==> src/rtl/lsu_pkg.sv <==
// Shared load/store-unit definitions: funct3 encodings, initiator state and
// the latched request payload.
package lsu_pkg;

  localparam logic [2:0] F3_B  = 3'b000;
  localparam logic [2:0] F3_H  = 3'b001;
  localparam logic [2:0] F3_W  = 3'b010;
  localparam logic [2:0] F3_BU = 3'b100;
  localparam logic [2:0] F3_HU = 3'b101;

  localparam int unsigned TIMEOUT_DEFAULT = 64;

  typedef enum logic [1:0] {
    ST_IDLE = 2'd0,
    ST_BUSY = 2'd1,
    ST_ERR  = 2'd2
  } dmem_state_t;

  typedef struct packed {
    logic       we;
    logic [2:0] funct3;
    logic [1:0] off;
  } dmem_req_t;

  // Counter must hold values up to the timeout limit itself.
  function automatic int unsigned timeout_cnt_w(input int unsigned timeout_cycles);
    return $clog2(timeout_cycles + 1);
  endfunction

  localparam int unsigned TIMEOUT_CNT_W = timeout_cnt_w(TIMEOUT_DEFAULT);

endpackage

==> src/rtl/dmem_align.sv <==
// Byte-lane steering: masks and replicated store data on the way out,
// lane extraction and sign/zero extension on the way back.
module dmem_align
  import lsu_pkg::*;
(
  input  logic        we,
  input  logic [2:0]  funct3,
  input  logic [1:0]  off,
  input  logic [31:0] wdata,
  input  logic [31:0] rdata,
  output logic [3:0]  rmask,
  output logic [3:0]  wmask,
  output logic [31:0] wdata_lane,
  output logic [31:0] rdata_ext,
  output logic        misaligned
);

  logic [3:0]  mask;
  logic [7:0]  rbyte;
  logic [15:0] rhalf;

  assign rbyte = rdata[{off, 3'b000} +: 8];
  assign rhalf = off[1] ? rdata[31:16] : rdata[15:0];

  always_comb begin
    mask       = '0;
    wdata_lane = '0;
    rdata_ext  = '0;
    misaligned = 1'b0;
    case (funct3)
      F3_B, F3_BU: begin
        mask       = 4'b0001 << off;
        wdata_lane = {4{wdata[7:0]}};
        rdata_ext  = (funct3 == F3_B) ? {{24{rbyte[7]}}, rbyte} : {24'b0, rbyte};
      end
      F3_H, F3_HU: begin
        misaligned = off[0];
        mask       = 4'b0011 << off;
        wdata_lane = {2{wdata[15:0]}};
        rdata_ext  = (funct3 == F3_H) ? {{16{rhalf[15]}}, rhalf} : {16'b0, rhalf};
      end
      F3_W: begin
        misaligned = (off != 2'b00);
        mask       = 4'b1111;
        wdata_lane = wdata;
        rdata_ext  = rdata;
      end
      default: misaligned = 1'b1;
    endcase
    // Unsigned variants exist only for loads.
    if (we && funct3[2]) misaligned = 1'b1;
    rmask = we ? 4'b0000 : mask;
    wmask = we ? mask : 4'b0000;
    if (!we) wdata_lane = '0;
  end

endmodule

==> src/rtl/dmem_initiator.sv <==
// Single-outstanding data-memory initiator: latches one load/store, holds it
// on the memory port until resp or timeout, and returns a one-cycle response.
module dmem_initiator
  import lsu_pkg::*;
#(
  parameter int unsigned TIMEOUT_CYCLES = TIMEOUT_DEFAULT
) (
  input  logic        clk,
  input  logic        rst,
  input  logic        req_valid,
  output logic        req_ready,
  input  logic        req_we,
  input  logic [2:0]  req_funct3,
  input  logic [31:0] req_addr,
  input  logic [31:0] req_wdata,
  output logic        rsp_valid,
  output logic [31:0] rsp_rdata,
  output logic        rsp_err,
  output logic [31:0] dmem_addr,
  output logic [3:0]  dmem_rmask,
  output logic [3:0]  dmem_wmask,
  output logic [31:0] dmem_wdata,
  input  logic [31:0] dmem_rdata,
  input  logic        dmem_resp
);

  localparam int unsigned CNT_W = timeout_cnt_w(TIMEOUT_CYCLES);

  dmem_state_t      state;
  dmem_req_t        req_q;
  logic [CNT_W-1:0] cnt;
  logic [3:0]       rmask_q;
  logic [3:0]       wmask_q;

  logic        use_req;
  logic        a_we;
  logic [2:0]  a_funct3;
  logic [1:0]  a_off;
  logic [3:0]  a_rmask;
  logic [3:0]  a_wmask;
  logic [31:0] a_wdata;
  logic [31:0] a_rdata;
  logic        a_misaligned;
  logic        mask_en;

  // In IDLE the aligner decodes the incoming request; otherwise the latched one.
  assign use_req  = (state == ST_IDLE);
  assign a_we     = use_req ? req_we          : req_q.we;
  assign a_funct3 = use_req ? req_funct3      : req_q.funct3;
  assign a_off    = use_req ? req_addr[1:0]   : req_q.off;

  dmem_align u_align (
    .we         (a_we),
    .funct3     (a_funct3),
    .off        (a_off),
    .wdata      (req_wdata),
    .rdata      (dmem_rdata),
    .rmask      (a_rmask),
    .wmask      (a_wmask),
    .wdata_lane (a_wdata),
    .rdata_ext  (a_rdata),
    .misaligned (a_misaligned)
  );

  // Masks drop in the resp cycle so the responder never sees a second access.
  assign mask_en    = (state == ST_BUSY) && !dmem_resp;
  assign dmem_rmask = rmask_q & {4{mask_en}};
  assign dmem_wmask = wmask_q & {4{mask_en}};

  always_ff @(posedge clk) begin
    if (rst) begin
      state      <= ST_IDLE;
      req_q      <= '0;
      cnt        <= '0;
      rmask_q    <= '0;
      wmask_q    <= '0;
      dmem_addr  <= '0;
      dmem_wdata <= '0;
      rsp_valid  <= 1'b0;
      rsp_err    <= 1'b0;
      rsp_rdata  <= '0;
      req_ready  <= 1'b1;
    end else begin
      rsp_valid <= 1'b0;
      rsp_err   <= 1'b0;
      rsp_rdata <= '0;
      case (state)
        ST_IDLE: begin
          if (req_valid) begin
            req_q.we     <= req_we;
            req_q.funct3 <= req_funct3;
            req_q.off    <= req_addr[1:0];
            req_ready    <= 1'b0;
            cnt          <= '0;
            if (a_misaligned) begin
              state <= ST_ERR;
            end else begin
              state      <= ST_BUSY;
              dmem_addr  <= {req_addr[31:2], 2'b00};
              rmask_q    <= a_rmask;
              wmask_q    <= a_wmask;
              dmem_wdata <= a_wdata;
            end
          end
        end
        ST_BUSY: begin
          if (dmem_resp) begin
            rsp_valid <= 1'b1;
            rsp_rdata <= req_q.we ? 32'h0 : a_rdata;
            state     <= ST_IDLE;
            req_ready <= 1'b1;
            rmask_q   <= '0;
            wmask_q   <= '0;
            cnt       <= '0;
          end else if (cnt == CNT_W'(TIMEOUT_CYCLES - 1)) begin
            rsp_valid <= 1'b1;
            rsp_err   <= 1'b1;
            state     <= ST_IDLE;
            req_ready <= 1'b1;
            rmask_q   <= '0;
            wmask_q   <= '0;
            cnt       <= '0;
          end else begin
            cnt <= cnt + CNT_W'(1);
          end
        end
        ST_ERR: begin
          rsp_valid <= 1'b1;
          rsp_err   <= 1'b1;
          state     <= ST_IDLE;
          req_ready <= 1'b1;
        end
        default: begin
          state     <= ST_IDLE;
          req_ready <= 1'b1;
        end
      endcase
    end
  end

endmodule

==> config.mk <==
export PLATFORM = sky130hd
export DESIGN_NAME = dmem_initiator
export DESIGN_NICKNAME = d
export VERILOG_FILES = /design/src/rtl/lsu_pkg.sv /design/src/rtl/dmem_align.sv /design/src/rtl/dmem_initiator.sv
export SDC_FILE = /design/constraint.sdc
export NUM_CORES = 1
export LEC_CHECK = 0
export ABC_AREA = 1
export CORE_MARGIN = 3
export CORE_UTILIZATION = 40
export DETAILED_ROUTE_END_ITERATION = 10
export PLACE_DENSITY = 0.84
export SETUP_SLACK_MARGIN = 0.4
export SLEW_MARGIN = 20
export SYNTH_ARGS = -nofsm -noshare
export SYNTH_HDL_FRONTEND = slang
export SYNTH_SLANG_ARGS = --single-unit
export TNS_END_PERCENT = 50
==> constraint.sdc <==
create_clock -name clk -period 1.9 [get_ports clk]
set_input_delay 0.38 -clock clk [delete_from_list [all_inputs] [get_ports clk]]
set_output_delay 0.38 -clock clk [all_outputs]
set_load 0.03 [all_outputs]
==> results of run 1 <==
metal layers:
layer	track usage, %	routed length (microns)	part of all wire (%)
met1	31.8	9010	36
met2	46.4	12200	49
met3	10.4	2570	10
met4	11.5	1330	5.3
met5	0	0	0
power by group through the flow:
stage / clock (mW) / combinational [mW] / sequential (mW)
CTS: 2.99 / 13.6 / 3.60
global route: 3.14 / 16.6 / 3.68
global placement: 0 / 10.3 / 3.59
finish: 3.03 / 15.6 / 3.61
floorplan: 0 / 5.64 / 4.67
detailed placement: 0 / 10.5 / 3.62
stage by stage:
stage / util (%) / instances / hold WS, ns / power, mW / area (sq um)
floorplan: - / 839 / 0.424 / 10.3 / 5730
global placement: 62.4 / 1248 / 0.431 / 13.9 / 8420
detailed placement: 62.4 / 1248 / 0.453 / 14.1 / 8420
CTS: 73.7 / 1321 / 0.462 / 20.2 / 9950
global route: 79.9 / 1346 / 0.474 / 23.4 / 10800
finish: 79.9 / 1346 / 0.458 / 22.3 / 10800
cell families (layout without fill, tap and decap cells):
kind of cell | Yosys count | after routing | synth area share, %
compound gates | 121 | 121 | 12.0
xor+xnor | 1 | 1 | 0.155
fa+ha+maj | 4 | 4 | 0.887
buf+inv | 115 | 444 | 9.29
flops | 120 | 120 | 42.6
other cells | 1 | 2 | 0.0665
simple gates | 476 | 478 | 35.0
synth_stat cells, drive strengths merged, types with 4 or more instances:
cell type / count / area share, %
a21oi: 72 / 6.6
a22oi: 8 / 1.1
a31oi: 17 / 1.9
buf: 30 / 3.6
clkbuf: 13 / 0.86
dfxtp: 120 / 43
ha: 4 / 0.89
inv: 71 / 4.8
nand2: 352 / 24
nand3: 40 / 4.2
nand4: 6 / 0.78
nor2: 70 / 5.3
nor3: 5 / 0.44
o21ai: 22 / 2.2
worst max-delay path: cells and delay by family (launching register included):
family,cells,cell delay [ns]
compound gates,1,0.16
fa+ha+maj,1,0.24
buf+inv,5,0.62
flops,1,0.33
simple gates,7,0.79
cell type report:
cell class / instances / area share (%)
clock buffers: 21 / 4.27
repair buffers: 342 / 35.5
inverters: 72 / 2.80
clock inverters: 9 / 0.719
multi-input cells: 606 / 32.4
flip-flops and latches: 120 / 22.3
well taps: 176 / 2.04
sequential cells by signal (all words and copies together) (netlist names):
name and flops:
rmask_q 4, req_q 6, rsp_err 1, rsp_rdata 32
dmem_addr 30, req_ready 1, cnt 7, wmask_q 4
dmem_wdata 32, state 2, rsp_valid 1
timing repair:
action                     CTS  global route
setup endpoints to repair  222           215
pin swaps                   30            34
cloned                      12             2
buffers inserted            31            23
gates resized for setup    181           215
final timing paths:
path / to / depth (start not counted)
worst max-delay path: dmem_addr[19] / 14
worst min-delay path: cnt[6] / 2
worst max register to register: dmem_addr[19] / 14
worst min register to register: cnt[6] / 2
==> results.toml, run 1 <==
[outcome]
status = "finished with violations"
violations = "negative setup slack"

[power_and_ir_drop]
switching_share_pct = 45.9
p_per_area_mw_per_mm2 = 2070
seq_power_share_pct = 16.2
pwr-share-clk_pct = 13.6
pwr-share-comb_pct = 70.2
irDropWorstVdd_mv = 1.41
power_leakage_nw = 5.76
p_int_mw = 12.1
p_switching_mw = 10.2

[grt]
grt_pass1_vias = 6503
grt-ovfl-total = 0
grt_pass1_wl_microns = 34500
grt_start_max_net_pins = 33
grt_use_total_pct = 27.7
antenna_found_initial = 0

[worst_setup_path]
crit_path_start = "state[1]"
critical_path_required_ns = 2.25
max_stage_delay_ns = 0.33
crit_path_frequent_cell = "buf_4"
crit_path_max_fanout = 8
reg2reg_from = "state[1]"
crit_type = "reg2reg"
cp_slowest_cell = "dfxtp_2"
path_cells = "inv_2 > ha_4 > buf_4 > buf_4 > nand2_1 > nand2_2 > nand2_2 > nand3_4 > nand3_4 > nor2_8 > buf_4 > buf_12 > nand2_1 > a21oi_2"
reg2reg_slack_ns = -0.34
critPathArrivalTime_ns = 2.59
start_kind = "register"
worst_setup_path_end_kind = "register"

[clocking]
clock-sinks = 120
cts-htree-levels = 4
clock_path_buffers = 2
cts_buffers = 17
cts_hold_buf = 0
cts.clk_slew.worst_paths_ns = 0.07
clk_latency_ns = 0.43
tritoncts = "yes"
cts-root-buf = "clkbuf_16"

[routing]
vias = 7049
wl_per_cell_microns = 18.7
route.detailed.drc = 0
viasPerCell = 5.24
drtAntennaViolNets = 0
dr.pass1.iters = 5
drt-initial-drc-count = 697
wirelength_microns = 25100

[floorplanning]
start_util_pct = 41.8
fp.coreArea_sq_mm = 0.0135
fp.dieW_microns = 125
die-area_sq_mm = 0.0156
rows = 42
die_h_microns = 125
num_io_pins = 211

[timing]
tightest_slew_ns = 0.511
fmax_mhz = 447
clock_skew_ns = 0.0128
relSlewSlack_pct = 65.6
setup_viol = 113
rsz0062_at_grt = "yes"
slew_viol_final = 0
min_period_over_period_pct = 118
timing.final.ws_setup_ns = -0.335
final-hold-violation-count = 0
setup_tns_ns = -22.93
period_needed_ns = 2.24

[cells_and_area]
register_area_sq_mm = 0.00241
fillers = 794
mostFrequentLayoutCells = "301 x nand2_1, 117 x dfxtp_1, 103 x clkdlybuf4s50_1"
multiInputGateArea_sq_mm = 0.00350
nNetsFinal = 1267
final_layout_size_suffix_gt1_share_pct = 30.3
num_antenna_cells = 0
final_common_cell = "nand2_1"
syn_to_final_growth_pct = 91.2

[min_path]
hold_class = "reg2reg"
hold_start = "cnt[6]"

[yosys]
synth_area_sq_mm = 0.00564
post_synth_num_cell_types = 36
synthFlopType = "dfxtp_1"
synthCells = 838
yosys_warnings = 0
synth_seq_cells = 120
synth_edf_count = 0
synth-seq-area-share_pct = 42.6
syn_area_per_cell_sq_um = 6.73
async_flop_share_pct = 0

[placed_design]
port-buffer-count = 208
dp_worst_setup_slack_ns = -0.408
dpl.hpwl_microns = 13400
gp_congestion = 0.903

[run]
maxCapViolCount = 0
(Power assumes the default switching activity.)
==> run 2, diff against run 1 <==
CORE_MARGIN = 2   (was 3)
==> run 2 against run 1 <==
The run still ends with negative setup slack left. Combinational power shrank 5%. Setup slack gained 0.048 ns. Clock-buffer cell count is 4 lower. Clock power grew 10%.
==> results.toml, run 2 (synthesis gave the netlist of run 1 again) <==
[cells_and_area]
final_layout_size_suffix_gt1_share_pct = 31.8
mostFrequentLayoutCells = "286 x nand2_1, 116 x dfxtp_1, 102 x clkdlybuf4s50_1"
fillers = 875
design_area_sq_mm = 0.0106
num_antenna_cells = 0
instances_no_fill = 1337
syn_to_final_growth_pct = 88.4
register_area_sq_mm = 0.00241
reg_top3 = "dmem_wdata (32), rsp_rdata (32), dmem_addr (30)"
nNetsFinal = 1252
final_common_cell = "nand2_1"
multiInputGateArea_sq_mm = 0.00343
utilization_pct = 76.9

[power_and_ir_drop]
seq_power_share_pct = 16.6
power_leakage_nw = 5.29
pwr-share-clk_pct = 15.4
irDropWorstVdd_mv = 1.20
p_per_area_mw_per_mm2 = 2040
pwr-share-comb_pct = 68.1
p_int_mw = 11.5
p_total_mw = 21.7
switching_share_pct = 46.9
p_switching_mw = 10.2

[clocking]
cts-htree-levels = 4
clk_latency_ns = 0.43
cts-root-buf = "clkbuf_16"
clock-sinks = 120
cts_buffers = 17
tritoncts = "yes"
clock_path_buffers = 2
cts.clk_slew.worst_paths_ns = 0.06

[floorplanning]
start_util_pct = 40.8
die-area_sq_mm = 0.0151
die_h_microns = 123
rows = 43
num_io_pins = 211
fp.coreArea_sq_mm = 0.0138
fp.dieW_microns = 123

[timing]
rsz0062_at_grt = "yes"
min_period_over_period_pct = 115
fmax_mhz = 457
relSlewSlack_pct = 54.3
setup_viol = 111
timing.final.ws_setup_ns = -0.288
slew_viol_final = 0
hold-worst-slack_ns = 0.413
setup_tns_ns = -21.54
tightest_slew_ns = 0.685
period_needed_ns = 2.19
final-hold-violation-count = 0
clock_skew_ns = 0.00845

[placed_design]
dp_worst_setup_slack_ns = -0.279
port-buffer-count = 208
dpl.hpwl_microns = 13400
place_area_sq_mm = 0.00840
gp_congestion = 0.859
placedCellCount = 1256

[routing]
route.detailed.drc = 0
dr.pass1.iters = 6
wl_per_cell_microns = 18.5
drt-initial-drc-count = 596
drtAntennaViolNets = 0
wirelength_microns = 24700
viasPerCell = 5.31
vias = 7099

[min_path]
hold_class = "in2reg"
hold_start = "rst"
hold_end = "rsp_valid"
hold_depth = 4

[outcome]
violations = "negative setup slack"
status = "finished with violations"

[grt]
grt_pass1_vias = 6673
grt_pass1_wl_microns = 33200
grt-ovfl-total = 0
grt_start_max_net_pins = 63
antenna_found_initial = 0
grt_use_total_pct = 28.6

[worst_setup_path]
max_stage_delay_ns = 0.33
crit_path_max_fanout = 6
worst_setup_path_end_kind = "register"
crit_family = "buffers and inverters"
critPathArrivalTime_ns = 2.51
reg2reg_from = "state[1]"
rr_endpoint = "rsp_rdata[24]"
cp_slowest_cell = "dfxtp_2"
reg2reg_depth = 14
crit_buf_inv = 7
reg2reg_slack_ns = -0.29
crit_type = "reg2reg"
crit_path_frequent_cell = "buf_6"
path_cells = "inv_2 > ha_4 > buf_6 > buf_6 > nand2_4 > o21ai_4 > buf_6 > nand3_4 > buf_6 > nand2_4 > buf_6 > nand2_8 > buf_6 > a31oi_1"
critical_path_required_ns = 2.22
start_kind = "register"

[run]
maxCapViolCount = 0
run 2: per-layer routing:
layer,global-route usage (%),vias up,share of wire (%)
met4,13.6,0,4.0
met3,9.67,89,9.9
met1,31.1,3304,36
met5,0,-,0
met2,49.8,449,50
li1,-,3257,-
run 2: layout make-up:
cell class / instances / share of cell area (%)
repair buffers: 328 / 34.5
multi-input cells: 605 / 32.3
flip-flops and latches: 120 / 22.6
clock buffers: 17 / 4.00
inverters: 72 / 2.81
well taps: 180 / 2.12
clock inverters: 15 / 1.67
run 2: repair_timing:
| item | in CTS | in global routing |
|---|---|---|
| setup endpoints to repair | 221 | 185 |
| cloned | 8 | 7 |
| buffers inserted | 23 | 11 |
| pin swaps | 43 | 33 |
| resized for setup | 298 | 147 |
| hold buffers | 0 | 0 |
run 2: power by group through the flow:
stage	clock, mW	combinational (mW)	sequential (mW)
after detailed placement	0	10.4	3.62
after CTS	3.34	12.8	3.58
after global placement	0	10.2	3.59
after floorplan	0	5.64	4.67
final	3.34	14.8	3.60
after global routing	3.46	15.6	3.67
run 2: worst reg2reg max path: cells and delay by family, from the launching register on:
| kind | cells | cell delay, ns |
|---|---|---|
| buffers and inverters | 7 | 0.92 |
| flip-flops | 1 | 0.33 |
| AO/OA/AOI/OAI | 2 | 0.32 |
| AND/OR/NAND/NOR | 4 | 0.31 |
| adder cells (fa/ha/maj) | 1 | 0.21 |
run 2: how the worst max path moves through the flow:
| stage | slack [ns] | depth (start not counted) | end | startpoint |
|---|---|---|---|---|
| floorplan | 0.03 | 13 | dmem_wdata[0] | state[0] |
| global placement | -0.24 | 11 | wmask_q[2] | req_funct3[1] |
| detailed placement | -0.28 | 11 | rmask_q[1] | req_funct3[1] |
| CTS | -0.16 | 9 | dmem_rmask[3] | state[1] |
| global route | -0.35 | 14 | rsp_rdata[24] | state[1] |
| finish | -0.29 | 14 | rsp_rdata[24] | state[1] |
